===== src/rtl/video_fetch_if.sv =====
// Signal bundle shared by the fetch sequencer, the DRAM arbiter and video_render.
// The master modport is the sequencer side; the slave modport is its environment.
interface video_fetch_if;
  logic        cend;
  logic        line_start;
  logic        mode_zx;
  logic        video_req;
  logic        video_strobe;
  logic [15:0] video_data;
  logic [63:0] pic_bits;
  logic        fetch_sync;
  logic        active;
  logic        underrun;

  modport master (
    input  cend, line_start, mode_zx, video_strobe, video_data,
    output video_req, pic_bits, fetch_sync, active, underrun
  );

  modport slave (
    output cend, line_start, mode_zx, video_strobe, video_data,
    input  video_req, pic_bits, fetch_sync, active, underrun
  );
endinterface


===== src/rtl/video_fetch_seq.sv =====
// Per-line DRAM fetch sequencer: gathers 2 or 4 words into a shadow buffer one group
// ahead of display and hands each group to video_render at the 16-cend group boundary.
module video_fetch_seq #(
  parameter int GROUPS = 16
) (
  input  logic          clk,
  input  logic          rst_n,
  video_fetch_if.master bus
);
  localparam int GW = (GROUPS > 1) ? $clog2(GROUPS) : 1;
  localparam logic [GW-1:0] LAST_GRP = GW'(GROUPS - 1);

  typedef enum logic [1:0] {S_IDLE, S_PREFETCH, S_RUN} state_t;

  state_t        state_q, state_d;
  logic [3:0]    phase_q, phase_d;
  logic [GW-1:0] grp_q, grp_d;
  logic [2:0]    wcnt_q, wcnt_d;
  logic          zx_q, zx_d;
  logic [63:0]   shadow_q, shadow_d;
  logic [63:0]   pic_q, pic_d;
  logic          active_q, active_d;

  logic [2:0]    target;
  logic          last_grp;
  logic          window;
  logic          req;
  logic          take;
  logic          restart;
  logic          boundary;
  logic [2:0]    merged_cnt;
  logic [63:0]   merged;
  logic          fetch_sync;
  logic          underrun;

  assign target     = zx_q ? 3'd2 : 3'd4;
  assign last_grp   = (state_q == S_RUN) && (grp_q == LAST_GRP);
  // The final displayed group has nothing after it, so it never opens a window.
  assign window     = (state_q == S_PREFETCH) || ((state_q == S_RUN) && !last_grp);
  assign req        = window && (wcnt_q < target);
  assign take       = req && bus.video_strobe;
  assign restart    = bus.cend && bus.line_start;
  assign boundary   = bus.cend && (phase_q == 4'd15) && (state_q != S_IDLE);
  assign merged_cnt = wcnt_q + {2'b00, take};

  // Shadow as it would look with a same-cycle strobe folded in.
  always_comb begin
    merged = shadow_q;
    if (take) begin
      case (wcnt_q[1:0])
        2'd0:    merged[15:0]  = bus.video_data;
        2'd1:    merged[31:16] = bus.video_data;
        2'd2:    merged[47:32] = bus.video_data;
        default: merged[63:48] = bus.video_data;
      endcase
    end
  end

  always_comb begin
    state_d    = state_q;
    phase_d    = phase_q;
    grp_d      = grp_q;
    wcnt_d     = wcnt_q;
    zx_d       = zx_q;
    shadow_d   = shadow_q;
    pic_d      = pic_q;
    active_d   = active_q;
    fetch_sync = 1'b0;
    underrun   = 1'b0;

    if (restart) begin
      state_d  = S_PREFETCH;
      phase_d  = '0;
      grp_d    = '0;
      wcnt_d   = '0;
      zx_d     = bus.mode_zx;
      shadow_d = '0;
      active_d = 1'b0;
    end else if (state_q != S_IDLE) begin
      if (bus.cend) phase_d = phase_q + 4'd1;
      if (take) begin
        shadow_d = merged;
        wcnt_d   = merged_cnt;
      end
      if (boundary) begin
        shadow_d = '0;
        wcnt_d   = '0;
        if (last_grp) begin
          state_d  = S_IDLE;
          grp_d    = '0;
          active_d = 1'b0;
        end else begin
          fetch_sync = 1'b1;
          underrun   = (merged_cnt < target);
          pic_d      = merged;
          active_d   = 1'b1;
          if (state_q == S_PREFETCH) begin
            state_d = S_RUN;
            grp_d   = '0;
          end else begin
            grp_d = grp_q + 1'b1;
          end
        end
      end
    end
  end

  always_ff @(posedge clk or negedge rst_n) begin
    if (!rst_n) begin
      state_q  <= S_IDLE;
      phase_q  <= '0;
      grp_q    <= '0;
      wcnt_q   <= '0;
      zx_q     <= 1'b0;
      shadow_q <= '0;
      pic_q    <= '0;
      active_q <= 1'b0;
    end else begin
      state_q  <= state_d;
      phase_q  <= phase_d;
      grp_q    <= grp_d;
      wcnt_q   <= wcnt_d;
      zx_q     <= zx_d;
      shadow_q <= shadow_d;
      pic_q    <= pic_d;
      active_q <= active_d;
    end
  end

  assign bus.video_req  = req;
  assign bus.pic_bits   = pic_q;
  assign bus.fetch_sync = fetch_sync;
  assign bus.active     = active_q;
  assign bus.underrun   = underrun;
endmodule

===== src/flat_wrapper.sv =====
// flat-port wrapper written by rule: the top's interface ports become plain ports
module video_fetch_seq_flat 
#(
  parameter int GROUPS = 16
)
  (clk, rst_n, bus_cend, bus_line_start, bus_mode_zx, bus_video_strobe, bus_video_data, bus_video_req, bus_pic_bits, bus_fetch_sync, bus_active, bus_underrun);
  video_fetch_if bus_i ();
  input  logic clk;
  input  logic rst_n;
  input wire logic [$bits(bus_i.cend)-1:0] bus_cend;
  input wire logic [$bits(bus_i.line_start)-1:0] bus_line_start;
  input wire logic [$bits(bus_i.mode_zx)-1:0] bus_mode_zx;
  input wire logic [$bits(bus_i.video_strobe)-1:0] bus_video_strobe;
  input wire logic [$bits(bus_i.video_data)-1:0] bus_video_data;
  output wire logic [$bits(bus_i.video_req)-1:0] bus_video_req;
  output wire logic [$bits(bus_i.pic_bits)-1:0] bus_pic_bits;
  output wire logic [$bits(bus_i.fetch_sync)-1:0] bus_fetch_sync;
  output wire logic [$bits(bus_i.active)-1:0] bus_active;
  output wire logic [$bits(bus_i.underrun)-1:0] bus_underrun;
  assign bus_i.cend = bus_cend;
  assign bus_i.line_start = bus_line_start;
  assign bus_i.mode_zx = bus_mode_zx;
  assign bus_i.video_strobe = bus_video_strobe;
  assign bus_i.video_data = bus_video_data;
  assign bus_video_req = bus_i.video_req;
  assign bus_pic_bits = bus_i.pic_bits;
  assign bus_fetch_sync = bus_i.fetch_sync;
  assign bus_active = bus_i.active;
  assign bus_underrun = bus_i.underrun;
  video_fetch_seq #(.GROUPS(GROUPS)) u_core (.clk(clk), .rst_n(rst_n), .bus(bus_i));
endmodule

===== config.mk =====
export PLATFORM = sky130hd
export DESIGN_NAME = video_fetch_seq_flat
export DESIGN_NICKNAME = d
export VERILOG_FILES = /design/src/rtl/video_fetch_if.sv /design/src/rtl/video_fetch_seq.sv /design/src/flat_wrapper.sv
export SDC_FILE = /design/constraint.sdc
export NUM_CORES = 1
export LEC_CHECK = 0
export ABC_AREA = 1
export ABC_CLOCK_PERIOD_IN_PS = 3300
export CORE_ASPECT_RATIO = 0.7
export CORE_UTILIZATION = 52
export DETAILED_ROUTE_END_ITERATION = 16
export DONT_BUFFER_PORTS = 1
export PLACE_DENSITY = 0.64
export RECOVER_POWER = 100
export SLEW_MARGIN = 20
export SYNTH_ARGS = -nofsm -noshare
export SYNTH_HDL_FRONTEND = slang
export SYNTH_SLANG_ARGS = --single-unit

===== constraint.sdc =====
create_clock -name clk -period 3.3 [get_ports clk]
set_input_delay 0.495 -clock clk [delete_from_list [all_inputs] [get_ports clk]]
set_output_delay 0.495 -clock clk [all_outputs]
set_load 0.02 [all_outputs]

==> metrics.md <==
| Metric | Value |
|---|---|
| Status | finished with violations |
| Violated checks | negative hold slack |
| Remaining DRCs | 0 |
| Reg-to-Reg Start | u_core.state_q[0] |
| Final instance area | 8330 um^2 |
| Arr. time, crit path | 2.63 ns |
| First-pass GRT wire length | 34.4 mm |
| Initial Util | 53.3% |
| Routed metal-1 wire length | 9.79 mm |
| DP Worst Slack | 0.527 ns |
| ANT cells | 0 |
| Pwr/cell area | 728 nW/um^2 |
| Depth of the CTS H-tree | 4 |
| Ys async rst share | 100% |
| Worst setup path endpoint | bus_underrun |
| Initial DRT Pass Iterations | 5 |
| Final Max Tran Viols | 0 |
| Num rows | 37 |
| Tmin final | 3.12 ns |
| Slowest cell delay on critical path | 0.39 ns |
| Max frequency | 320 MHz |
| GPL Wtd Cong | 0.837 |
| Syn. warnings | 0 |
| FF-to-FF path depth | 10 |
| Area leader, netlist | dfrtp_1 |
| Area after DPL | 7800 um^2 |
| 1st-iter DRT viols | 671 |
| Clock Path Buffers | 2 |
| Yosys reg bits | 143 |
| Crit-path cells | ha_4 -> nand3_2 -> nand2_1 -> nand2_2 -> nand3_4 -> inv_1 -> ha_1 -> ha_1 -> xor2_1 -> ha_1 -> o21ai_0 -> nand2_1 -> nor2_2 -> buf_6 |
| Cells after Synth | 1078 |
| Filler instances | 1396 |
| Die ar. | 15500 um^2 |
| Synth top area share | 45.7% |
| Final setup fails | 0 |
| Maximum vdd ir drop | 0.443 mV |
| Top_reg_cell synth | dfrtp_1 |
| Data required time of the worst path | 2.80 ns |
| Post-synthesis area per instance | 7.26 um^2 |
| Largest net degree at the start of global routing | 144 |
| Routed length on met2 | 9.18 mm |
| Root Driver | clkbuf_16 |
| Worst setup SP type | flip-flop |
| Synth area leaders | dfrtp_1, nand2_1, nand3_1 |
| Worst-Skew Late Latency | 0.43 ns |
| Worst slew pin tran | 1.33 ns |
| Routed wire per std cell | 16.7 um |
| Initial antenna violation count | 0 |
| Net Count, Synth | 1106 |
| Layout area overhead | 6.51% |
| Period Utilization, post-route | 94.7% |
| Antenna Violating Nets Remaining | 0 |
| Internal reg-to-reg setup slack | 0.29 ns |
| Worst-path fanout max | 3 |
| Port Buffers | 0 |
| CP most frequent cell | ha_1 |
| Netlist cell types | 30 |
| Gr ovfl total | 0 |
| Layout Utilization | 56.8% |
| Clock sinks | 143 |
| Highest Signal Layer | met4 |
| CTS tree | yes |
| Worst Hold Class | in -> async |
| Reg-to-Reg End | u_core.shadow_q[19] |
| Hold Vio Cnt, Final | 143 |
| EDFF count, synth | 0 |
| Vert. Die Dim | 105 um |
| Cts bufs inserted | 17 |
| Die extent in x | 149 um |
| Setup WS post-layout | 0.176 ns |
| Worst hold slack | -0.235 ns |
| Area of the mapped netlist | 7820 um^2 |
| DR vias/cell | 5.46 |
| CP Class | reg -> out |
| Register area | 3580 um^2 |
| Slew HR | 11.3% |
| Sequential cell area fraction in the yosys report | 45.7% |
| Worst setup path start | u_core.grp_q[1] |
| Share of cells above drive strength 1 | 5.49% |
| Tot Pwr | 6.07 mW |
| Nets | 1074 |
| CORE AREA | 14700 um^2 |
| CP endpoint kind | output port |
| Worst-path clk slew | 0.06 ns |
| Met3 routed WL | 1.64 mm |
| Clk_skew | 0.00704 ns |
| CP max stage cell | dfrtp_1 |
| GR Util All Layers | 29.0% |
| MaxCap Viol Count | 0 |
| Via Count | 6832 |
| HPWL after DPL | 12.3 mm |
| Total Routed Length | 20.9 mm |
| Leak Pwr | 4.80 nW |
| Number of global-route vias before repair | 6452 |
| Combined area of the multi-input logic cells | 3430 um^2 |
| Io pins | 90 |
-- critical path, delay by kind of cell, from the launching register on --
family / cells / cell delay (ns)
adders and majority gates: 4 / 0.78
and+or+nand+nor: 6 / 0.58
DFF: 1 / 0.39
xor gates and xnor gates: 1 / 0.20
buffers and inverters: 2 / 0.18
AOI/OAI and AO/OA: 1 / 0.07
-- synth_stat cells, types with 2 or more instances --
| master | instances |
|---|---|
| buf_1 | 5 |
| dfrtp_1 | 143 |
| o21ai_2 | 2 |
| nor2_4 | 2 |
| o21ai_0 | 27 |
| clkbuf_1 | 15 |
| nand3_1 | 166 |
| nand4_1 | 64 |
| a21oi_1 | 4 |
| inv_2 | 3 |
| inv_1 | 93 |
| nand2_2 | 11 |
| buf_12 | 5 |
| buf_4 | 3 |
| nor2_1 | 8 |
| nand2_1 | 467 |
| ha_1 | 6 |
| buf_2 | 40 |
| nand2_4 | 3 |
-- worst min-delay path by stage --
stage / from / to / cells past startpoint
3_5_place_dp: rst_n / u_core.bus.pic_bits[9] / 0
2_1_floorplan: rst_n / u_core.bus.active / 0
4_1_cts: rst_n / u_core.bus.pic_bits[9] / 0
3_3_place_gp: rst_n / u_core.bus.pic_bits[9] / 0
6_report: rst_n / u_core.bus.pic_bits[9] / 0
5_1_grt: rst_n / u_core.shadow_q[9] / 0
-- layout by cell type, fill, tap and decap left out --
cell,instances
a211oi_1,1
a21oi_1,4
a21oi_4,1
buf_12,1
buf_4,12
buf_6,1
bufinv_16,2
clkbuf_1,6
clkbuf_16,17
clkbuf_2,3
clkbuf_4,1
clkbuf_8,2
clkinv_1,3
clkinv_2,2
clkinvlp_2,1
clkinvlp_4,2
dfrtp_1,143
ha_1,4
ha_4,2
inv_1,93
inv_2,2
nand2_1,479
nand2_2,2
nand3_1,165
nand3_2,1
nand3_4,1
nand4_1,64
nor2_1,7
nor2_2,2
nor2_4,2
nor3_1,1
o21ai_0,28
o21ai_2,1
xor2_1,1
-- through the flow --
| stage | hold WS, ns | setup TNS (ns) | std cells |
|---|---|---|---|
| floorplan | 0.199 | 0 | 1078 |
| global placement | 0.203 | 0 | 1221 |
| detailed placement | 0.202 | 0 | 1221 |
| CTS | -0.250 | 0 | 1251 |
| global route | -0.257 | -0.00599 | 1252 |
| finish | -0.235 | 0 | 1252 |
-- metal layers --
metal / track usage (%) / vias to the layer above
met3: 6.77 / 19
met2: 43.2 / 247
met5: 0 / -
li1: - / 3382
met1: 42.1 / 3184
met4: 7.81 / 0
-- cells by family after synthesis --
group / after synthesis / share of synthesized area (%)
AO/OA/AOI/OAI: 35 / 2.42
XOR/XNOR: 1 / 0.112
adder cells (fa/ha/maj): 6 / 0.960
buffers and inverters: 169 / 10.3
flip-flops: 143 / 45.7
AND/OR/NAND/NOR: 724 / 40.5
-- registers in the layout, summed over array words and instances (netlist names) --
name / count
u_core.bus.active: 1
u_core.bus.pic_bits: 64
u_core.state_q: 2
u_core.grp_q: 4
u_core.shadow_q: 64
u_core.phase_q: 4
u_core.zx_q: 1
u_core.wcnt_q: 3
-- report_power, final --
| part | leakage [nW] | total (mW) | internal, mW | switching (mW) |
|---|---|---|---|---|
| sequential | 1.96 | 2.27 | 2.05 | 0.217 |
| combinational | 2.57 | 1.93 | 0.580 | 1.35 |
| clock | 0.266 | 1.86 | 1.14 | 0.723 |
| total | 4.80 | 6.07 | 3.77 | 2.29 |
-- layout make-up --
| class | count | share of cell area (%) |
|---|---|---|
| flip-flops and latches | 143 | 42.9 |
| multi-input cells | 766 | 41.2 |
| clock buffers | 24 | 5.66 |
| inverters | 99 | 4.48 |
| well taps | 195 | 2.93 |
| repair buffers | 19 | 1.77 |
| clock inverters | 6 | 1.02 |
-- repair_timing --
action / in CTS / in global routing
buffers inserted: 0 / 1
endpoints found under the setup margin: 0 / 1
hold endpoints to repair: 143 / 143
gates resized for setup: 0 / 6
Power figures use the tool's default switching activity.
